`src/rtl/seg7_pkg.sv`:
```
// Shared constants and the dwell-length helper for the 7-segment scan driver.
package seg7_pkg;
  localparam int NDIG_MAX = 8;
  localparam int DIGIT_W  = 4;
  localparam logic [NDIG_MAX-1:0] AN_ALL_OFF = 8'hFF;

  // Cycles each digit stays selected; never less than one.
  function automatic int scan_div(input int clk_hz, input int scan_hz, input int ndig);
    int d;
    d = clk_hz / (scan_hz * ndig);
    return (d < 1) ? 1 : d;
  endfunction
endpackage

```
`src/rtl/seg7_scan_driver_if.sv`:
```
// Write port and display outputs of the 7-segment scan driver.
interface seg7_scan_driver_if;
  import seg7_pkg::*;

  logic                        en;
  logic                        wr_en;
  logic [NDIG_MAX*DIGIT_W-1:0] wr_data;
  logic [NDIG_MAX-1:0]         wr_dp;
  logic                        upd_pending;
  logic [DIGIT_W-1:0]          code;
  logic [NDIG_MAX-1:0]         an;
  logic                        dp_n;

  modport master (
    output en, wr_en, wr_data, wr_dp,
    input  upd_pending, code, an, dp_n
  );

  modport slave (
    input  en, wr_en, wr_data, wr_dp,
    output upd_pending, code, an, dp_n
  );
endinterface

```
`src/rtl/seg7_scan_tick.sv`:
```
// Digit-dwell prescaler: tick pulses on the last cycle of each dwell period; holds while en=0.
module seg7_scan_tick
  import seg7_pkg::*;
#(
  parameter int CLK_HZ  = 100_000_000,
  parameter int SCAN_HZ = 1_000,
  parameter int NDIG    = 8
) (
  input  logic clk,
  input  logic rst,
  input  logic en,
  output logic tick
);
  localparam int DIV   = scan_div(CLK_HZ, SCAN_HZ, NDIG);
  localparam int CNT_W = (DIV > 1) ? $clog2(DIV) : 1;
  localparam logic [CNT_W-1:0] CNT_LAST = CNT_W'(DIV - 1);

  logic [CNT_W-1:0] cnt;

  assign tick = en && (cnt == CNT_LAST);

  always_ff @(posedge clk or posedge rst) begin
    if (rst) begin
      cnt <= '0;
    end else if (en) begin
      cnt <= tick ? '0 : cnt + 1'b1;
    end
  end
endmodule

```
`src/rtl/seg7_scan_driver.sv`:
```
// Multiplexed common-anode 7-segment scan driver with double-buffered display value.
// Optional leading-zero blanking is enabled by defining SEG7_LZ_BLANK_EN.
module seg7_scan_driver
  import seg7_pkg::*;
#(
  parameter int CLK_HZ  = 100_000_000,
  parameter int SCAN_HZ = 1_000,
  parameter int NDIG    = 8
) (
  input  logic              clk,
  input  logic              rst,
  seg7_scan_driver_if.slave bus
);
  localparam int IDX_W = $clog2(NDIG_MAX);
  localparam logic [IDX_W-1:0] IDX_LAST = IDX_W'(NDIG - 1);

  logic                        tick;
  logic [IDX_W-1:0]            idx;
  logic [NDIG_MAX*DIGIT_W-1:0] pend_data;
  logic [NDIG_MAX*DIGIT_W-1:0] act_data;
  logic [NDIG_MAX-1:0]         pend_dp;
  logic [NDIG_MAX-1:0]         act_dp;
  logic [NDIG_MAX-1:0]         lit;
  logic                        wr_d;
  logic                        commit;
  logic                        on;

  seg7_scan_tick #(
    .CLK_HZ  (CLK_HZ),
    .SCAN_HZ (SCAN_HZ),
    .NDIG    (NDIG)
  ) u_tick (
    .clk  (clk),
    .rst  (rst),
    .en   (bus.en),
    .tick (tick)
  );

  // Running: swap only at the frame boundary so a frame never mixes two values.
  // Stopped: nothing is visible, so the write lands on the following cycle.
  assign commit = bus.en ? (tick && (idx == IDX_LAST)) : wr_d;

`ifdef SEG7_LZ_BLANK_EN
  function automatic logic [NDIG_MAX-1:0] lit_mask(input logic [NDIG_MAX*DIGIT_W-1:0] data);
    logic [NDIG_MAX-1:0] m;
    logic                seen;
    m    = '0;
    seen = 1'b0;
    for (int i = NDIG_MAX - 1; i >= 0; i--) begin
      if (i < NDIG) seen = seen | (data[i*DIGIT_W +: DIGIT_W] != '0);
      m[i] = seen || (i == 0);
    end
    return m;
  endfunction

  assign lit = lit_mask(act_data);
`else
  assign lit = '1;
`endif

  assign on = bus.en && lit[idx];

  always_ff @(posedge clk or posedge rst) begin
    if (rst) begin
      idx             <= '0;
      wr_d            <= 1'b0;
      pend_data       <= '0;
      pend_dp         <= '0;
      act_data        <= '0;
      act_dp          <= '0;
      bus.upd_pending <= 1'b0;
    end else begin
      wr_d <= bus.wr_en;
      if (tick) idx <= (idx == IDX_LAST) ? '0 : idx + 1'b1;
      if (commit) begin
        act_data        <= pend_data;
        act_dp          <= pend_dp;
        bus.upd_pending <= 1'b0;
      end
      // A write on the commit cycle stays pending; the commit took the older value.
      if (bus.wr_en) begin
        pend_data       <= bus.wr_data;
        pend_dp         <= bus.wr_dp;
        bus.upd_pending <= 1'b1;
      end
    end
  end

  // Output stage: registered view of the current idx and active buffer.
  always_ff @(posedge clk or posedge rst) begin
    if (rst) begin
      bus.an   <= AN_ALL_OFF;
      bus.code <= '0;
      bus.dp_n <= 1'b1;
    end else begin
      bus.an   <= on ? ~(NDIG_MAX'(1) << idx) : AN_ALL_OFF;
      bus.code <= act_data[idx*DIGIT_W +: DIGIT_W];
      bus.dp_n <= ~(on && act_dp[idx]);
    end
  end
endmodule
```
`src/flat_wrapper.sv`:
```
// flat-port wrapper written by rule: the top's interface ports become plain ports
module seg7_scan_driver_flat import seg7_pkg::*;
#(
  parameter int CLK_HZ  = 100_000_000,
  parameter int SCAN_HZ = 1_000,
  parameter int NDIG    = 8
)
  (clk, rst, bus_en, bus_wr_en, bus_wr_data, bus_wr_dp, bus_upd_pending, bus_code, bus_an, bus_dp_n);
  seg7_scan_driver_if bus_i ();
  input  logic clk;
  input  logic rst;
  input wire logic [$bits(bus_i.en)-1:0] bus_en;
  input wire logic [$bits(bus_i.wr_en)-1:0] bus_wr_en;
  input wire logic [$bits(bus_i.wr_data)-1:0] bus_wr_data;
  input wire logic [$bits(bus_i.wr_dp)-1:0] bus_wr_dp;
  output wire logic [$bits(bus_i.upd_pending)-1:0] bus_upd_pending;
  output wire logic [$bits(bus_i.code)-1:0] bus_code;
  output wire logic [$bits(bus_i.an)-1:0] bus_an;
  output wire logic [$bits(bus_i.dp_n)-1:0] bus_dp_n;
  assign bus_i.en = bus_en;
  assign bus_i.wr_en = bus_wr_en;
  assign bus_i.wr_data = bus_wr_data;
  assign bus_i.wr_dp = bus_wr_dp;
  assign bus_upd_pending = bus_i.upd_pending;
  assign bus_code = bus_i.code;
  assign bus_an = bus_i.an;
  assign bus_dp_n = bus_i.dp_n;
  seg7_scan_driver #(.CLK_HZ(CLK_HZ), .SCAN_HZ(SCAN_HZ), .NDIG(NDIG)) u_core (.clk(clk), .rst(rst), .bus(bus_i));
endmodule
```
`config.mk`:
```
export PLATFORM = sky130hd
export DESIGN_NAME = seg7_scan_driver_flat
export DESIGN_NICKNAME = d
export VERILOG_FILES = /design/src/rtl/seg7_pkg.sv /design/src/rtl/seg7_scan_driver_if.sv /design/src/rtl/seg7_scan_tick.sv /design/src/rtl/seg7_scan_driver.sv /design/src/flat_wrapper.sv
export SDC_FILE = /design/constraint.sdc
export NUM_CORES = 1
export LEC_CHECK = 0
export BUFFER_PORTS_ARGS = -buffer_cell sky130_fd_sc_hd__buf_2
export CAP_MARGIN = 30
export CORE_MARGIN = 2
export CORE_UTILIZATION = 50
export CTS_CLUSTER_DIAMETER = 100
export DETAILED_ROUTE_END_ITERATION = 12
export PLACE_DENSITY = 0.7
export SETUP_SLACK_MARGIN = 0.2
export SYNTH_ARGS = -nofsm -noshare
export SYNTH_HDL_FRONTEND = slang
export SYNTH_SLANG_ARGS = --single-unit
```
`constraint.sdc`:
```
create_clock -name clk -period 4.4 [get_ports clk]
set_input_delay 0.88 -clock clk [delete_from_list [all_inputs] [get_ports clk]]
set_output_delay 0.88 -clock clk [all_outputs]
set_load 0.02 [all_outputs]
```
Word level (Yosys, flattened, before mapping) --
Memories as Yosys holds them, arrays and structs flattened. Index checks and enable logic that the tools add are counted. Widths: inputs -> output; s select.
Storage, ports and cells: flip-flop bits (word level) 112, bits in latches 0, bits in writable memories 0, ROM bits 8, input port bits 44, output and inout bits 14, logic and storage cells 35, memories kept 1
Memory list:
- (name not given) | depth 8, width 1, read ports 1, clocked after memory_dff 0, write ports 0, line seg7_scan_driver.sv:61 | assign on = bus.en && lit[idx];
Cells by class: add/sub/neg operators 2, multipliers 0, divide/modulo/power cells 0, magnitude comparators 1, eq/ne operators 2, shifts and indexed selects 2, mux-type cells 9, bitwise gates (word level) 2, reduce and logical (&&, ||, !) cells 5
Operator list (number):
- $shiftx 32x6->4 | 1
- $add 14x1->14 const B | 1
- $eq 14x14->1 const B | 1
- $mux 14 | 1
- $mux 8 | 1
- $not 8->8 | 1
- $shl 1x3->8 const A | 1
- $mux 1 | 5
- $logic_and 1x1->1 | 4
- $lt 3x4->1 const B | 1
- $add 3x1->3 const B | 1
- $bmux 1 s3 | 1
- $eq 3x3->1 const B | 1
- $mux 3 | 1
- $reduce_bool 2->1 | 1
- $not 1->1 | 1

Longest topological paths before layout --
word-level depth 6, depth in mapped cells 7, depth with buffers taken out 5

Cells and area by module --
A second synthesis with hierarchy kept.
Unflattened totals: cell total of the unflattened synthesis 311, area, all modules 4668.2 µm²
By module, submodules not included:
- seg7_scan_driver | instances 1, cells each 244, area an instance 3962.6 µm², seq. area each 2463.6 µm²
- seg7_scan_tick | instances 1, cells each 67, area an instance 705.7 µm², seq. area each 350.3 µm²

Worst setup path after synthesis --
Ideal clock, no wire load.
path type register -> register, from reg u_core.u_tick.cnt[0], to reg u_core.act_data[10], library setup time 0.125 ns, data arrival time 1.793 ns, data required time 4.275 ns, slack 2.482 ns, stages on the path, launching flop included 8, path buffers 2, period minus slack after synthesis 1.918 ns, cells stage by stage dfrtp_1 > ha_1 > nor4b_2 > and4_1 > buf_6 > a31o_4 > buf_12 > mux2_4
Between the ends: cells in the longest elaborated chain, start to end 4
Ends and longest elaborated chain:
- start: declaration | line seg7_scan_tick.sv:18 | logic [CNT_W-1:0] cnt;
- start signal: assignment | line seg7_scan_tick.sv:26 | cnt <= tick ? '0 : cnt + 1'b1;
- $eq 14x14->1 | line seg7_scan_tick.sv:20 | assign tick = en && (cnt == CNT_LAST);
- $logic_and 1x1->1 | line seg7_scan_tick.sv:20
- $logic_and 1x1->1 | line seg7_scan_driver.sv:41 | assign commit = bus.en ? (tick && (idx == IDX_LAST)) : wr_d;
- $mux 1 | line seg7_scan_driver.sv:41
- end signal: assignment | line seg7_scan_driver.sv:76 | act_data <= pend_data;
- end: declaration | line seg7_scan_driver.sv:20 | logic [NDIG_MAX*DIGIT_W-1:0] act_data;
Every way passes these cells. A chain may end at the register's enable or synchronous reset.

Final worst setup path --
from reg u_core.idx[0], to reg u_core.act_dp[6]
Between the ends: cells in the longest elaborated chain, start to end 3
Ends and longest elaborated chain:
- start: declaration | line seg7_scan_driver.sv:18 | logic [IDX_W-1:0] idx;
- start signal: assignment | line seg7_scan_driver.sv:74 | if (tick) idx <= (idx == IDX_LAST) ? '0 : idx + 1'b1;
- $eq 3x3->1 | line seg7_scan_driver.sv:41
- $logic_and 1x1->1 | line seg7_scan_driver.sv:41
- $mux 1 | line seg7_scan_driver.sv:41
- end signal: assignment | line seg7_scan_driver.sv:77 | act_dp <= pend_dp;
- end: declaration | line seg7_scan_driver.sv:22 | logic [NDIG_MAX-1:0] act_dp;
Every way passes these cells.

==> impl_metrics.yaml <==
floorplanning:
  start_util_pct: 52.0
  pin_count: 58
  num_rows: 35
  die_h_um: 102
  core_area_mm2: 0.00928
  dieArea_mm2: 0.0105
  die_x_um: 102
grt:
  grt_pass1_wl_um: 13300
  grt_max_degree: 48
  grt_usage_pct: 16.6
  overflow: 0
  antenna_found_initial: 0
  grt_pass1_vias: 2651
drt:
  via_per_inst: 5.19
  drc: 0
  wirelength_um: 7810
  wl_met1_um: 3700
  drtAntennaViolNets: 0
  route.met3.wl_um: 323
  top_layer: "met4"
  first_iter_violations: 78
  wl_met2_um: 3700
  wl_per_cell_um: 15.5
  first_pass_iters: 4
  vias: 2617
clock_network:
  cts_root_buffer: "clkbuf_8"
  cts.clk_slew.worst_paths_ns: 0.10
  cts_max_level: 3
  clockBufferDepth: 2
  numCtsBuffers: 9
  ctsHoldBuffers: 0
  post_cts_buffers: 0
  clk_latency_ns: 0.36
  cts_resized: 0
  clock_sinks: 112
  cts_tree: "built"
layout:
  syn_to_final_growth_pct: 10.3
  nets: 421
  fin_area_mm2: 0.00533
  diodes: 0
  drive_gt1_share_pct: 48.3
worst_setup_path:
  path_max_fanout: 41
  required_ns: 4.64
  reg2reg_from: "u_core.idx[0]$_DFFE_PP0N_"
  cp-end-kind: "flip-flop"
  start_kind: "flip-flop"
  cp.arrival_ns: 2.87
  path_class: "reg -> reg"
  cp-startpoint: "u_core.idx[0]$_DFFE_PP0N_"
timing:
  setup_ws_ns: 1.77
  relSlewSlack_pct: 35.8
  fin_crit_sh_pct: 59.7
  tns_ns: 0
  setup_violations: 0
  period_needed_ns: 2.63
  rsz0062_at_grt: "no"
  hold_violations: 0
  fmax_ghz: 0.381
  maxSlewViolCount: 0
  worst_pin_slew_ns: 0.963
  skew_ns: 0.0127
yosys:
  ys_ff_latch: 112
  syn-cell-area_mm2: 0.00483
  synth-edff-count: 0
  synth_cell_types: 38
  ys_seq_area_share_pct: 58.3
  yosysMostFrequentCell: "dfrtp_1"
  syn_inst: 316
  syn_avg_cell_area_um2: 15.3
  ys_top_cells_by_count: "dfrtp_1, mux2_2, mux2_4, nand2_1"
  synth_top_area_share_pct: 53.4
  netlist_top_cells_area: "dfrtp_1, mux2_4, mux2_2"
  yosysWarnings: 0
  synth_top_cell_by_area: "dfrtp_1"
  synth_nets: 367
  synth_flop_cell: "dfrtp_1"
  synth-async-reset-ratio_pct: 100
place:
  place.gp.congestion: 0.775
  dpl_cell_area_mm2: 0.00515
  dp_hpwl_um: 5380
  dp_slack_ns: 1.77
  io_buffers: 57
outcome:
  status: "completed"
flow_run:
  cap_viol_max_count: 0
power_and_ir_drop:
  max-vdd-ir-drop_mv: 0.234
  powerDensity_mw_per_mm2: 406
  power_leakage_nw: 2.45
hold_path:
  worstHoldStart: "u_core.pend_dp[2]$_DFFE_PP0P_"
  hp-class: "reg -> reg"
final cells by class:
type / count / area, um^2
Fill cell: 793 / 3960
Sequential cell: 112 / 2810
Multi-Input combinational cell: 180 / 1850
Timing Repair Buffer: 59 / 300
Tap cell: 129 / 161
Clock buffer: 10 / 128
Clock inverter: 6 / 42.5
Inverter: 8 / 32.5
flip-flops by register name (all words and copies together) (netlist names):
name,cells
u_core.bus.code,4
u_core.bus.an,8
u_core.wr_d,1
u_core.u_tick.cnt,14
u_core.pend_dp,8
u_core.pend_data,32
u_core.idx,3
u_core.bus.upd_pending,1
u_core.bus.dp_n,1
u_core.act_dp,8
u_core.act_data,32
worst max-delay path, stage by stage (launching register included):
cell     delay [ns]
dfrtp_1        0.86
ha_1           0.29
ha_1           0.23
a31o_4         0.70
mux2_2         0.41
final timing paths:
path / end / slack [ns] / cells after the start
min in group asynchronous: u_core.pend_data[3]$_DFFE_PP0P_ / 0.57 / 2
worst min-delay path: u_core.act_dp[2]$_DFFE_PP0P_ / 0.51 / 1
worst max-delay path: u_core.act_dp[6]$_DFFE_PP0P_ / 1.77 / 4
worst max register to register: u_core.act_dp[6]$_DFFE_PP0P_ / 1.77 / 4
max in group asynchronous: u_core.act_data[19]$_DFFE_PP0P_ / 2.99 / 3
worst min register to register: u_core.act_dp[2]$_DFFE_PP0P_ / 0.51 / 1
metrics by stage:
stage / total power [W] / instances / util, % / hold WS [ns]
finish: 0.00216 / 504 / 57.4 / 0.507
floorplan: 0.00155 / 316 / - / 0.475
detailed placement: 0.00165 / 488 / 55.5 / 0.495
CTS: 0.00219 / 504 / 57.4 / 0.515
global route: 0.00229 / 504 / 57.4 / 0.521
global placement: 0.00163 / 488 / 55.5 / 0.487
metal layers:
metal | track usage (%) | vias to the layer above
li1 | - | 1203
met1 | 23.8 | 1331
met2 | 25.7 | 72
met3 | 4.10 | 11
met4 | 4.00 | 0
met5 | 0 | -
power breakdown:
group	switching (W)	internal, W	leakage (nW)
Clock	0.000331	0.000208	0.0831
Combinational	0.000124	0.000222	1.06
Sequential	0.000103	0.00118	1.31
layout by cell type, fill, tap and decap left out, types with 2 or more instances in the layout:
master,netlist,routed
buf_2,2,57
xnor2_1,6,6
clkinvlp_4,0,2
inv_1,8,7
dfstp_2,9,9
clkbuf_8,0,9
nor2_1,10,10
mux4_2,10,10
o21ai_0,3,3
nand2_1,26,26
buf_4,0,2
clkinv_2,0,2
inv_6,0,2
ha_1,7,7
nand4_1,2,2
nand3_1,8,8
nor4_1,2,2
nor3_1,2,2
nor2b_1,3,3
dfrtp_1,103,103
mux2_2,42,42
mux2_4,39,39
xor2_1,4,4
kinds of logic (layout without fill, tap and decap cells):
logic type	Yosys count	in the layout	share of synthesized area (%)
simple gates	63	63	6.53
flops	112	112	58.3
fa+ha+maj	7	7	1.81
mux	92	92	26.8
compound gates	8	8	1.30
xor+xnor	10	10	1.81
buf+inv	24	83	3.42
Power figures use the tool's default switching activity.
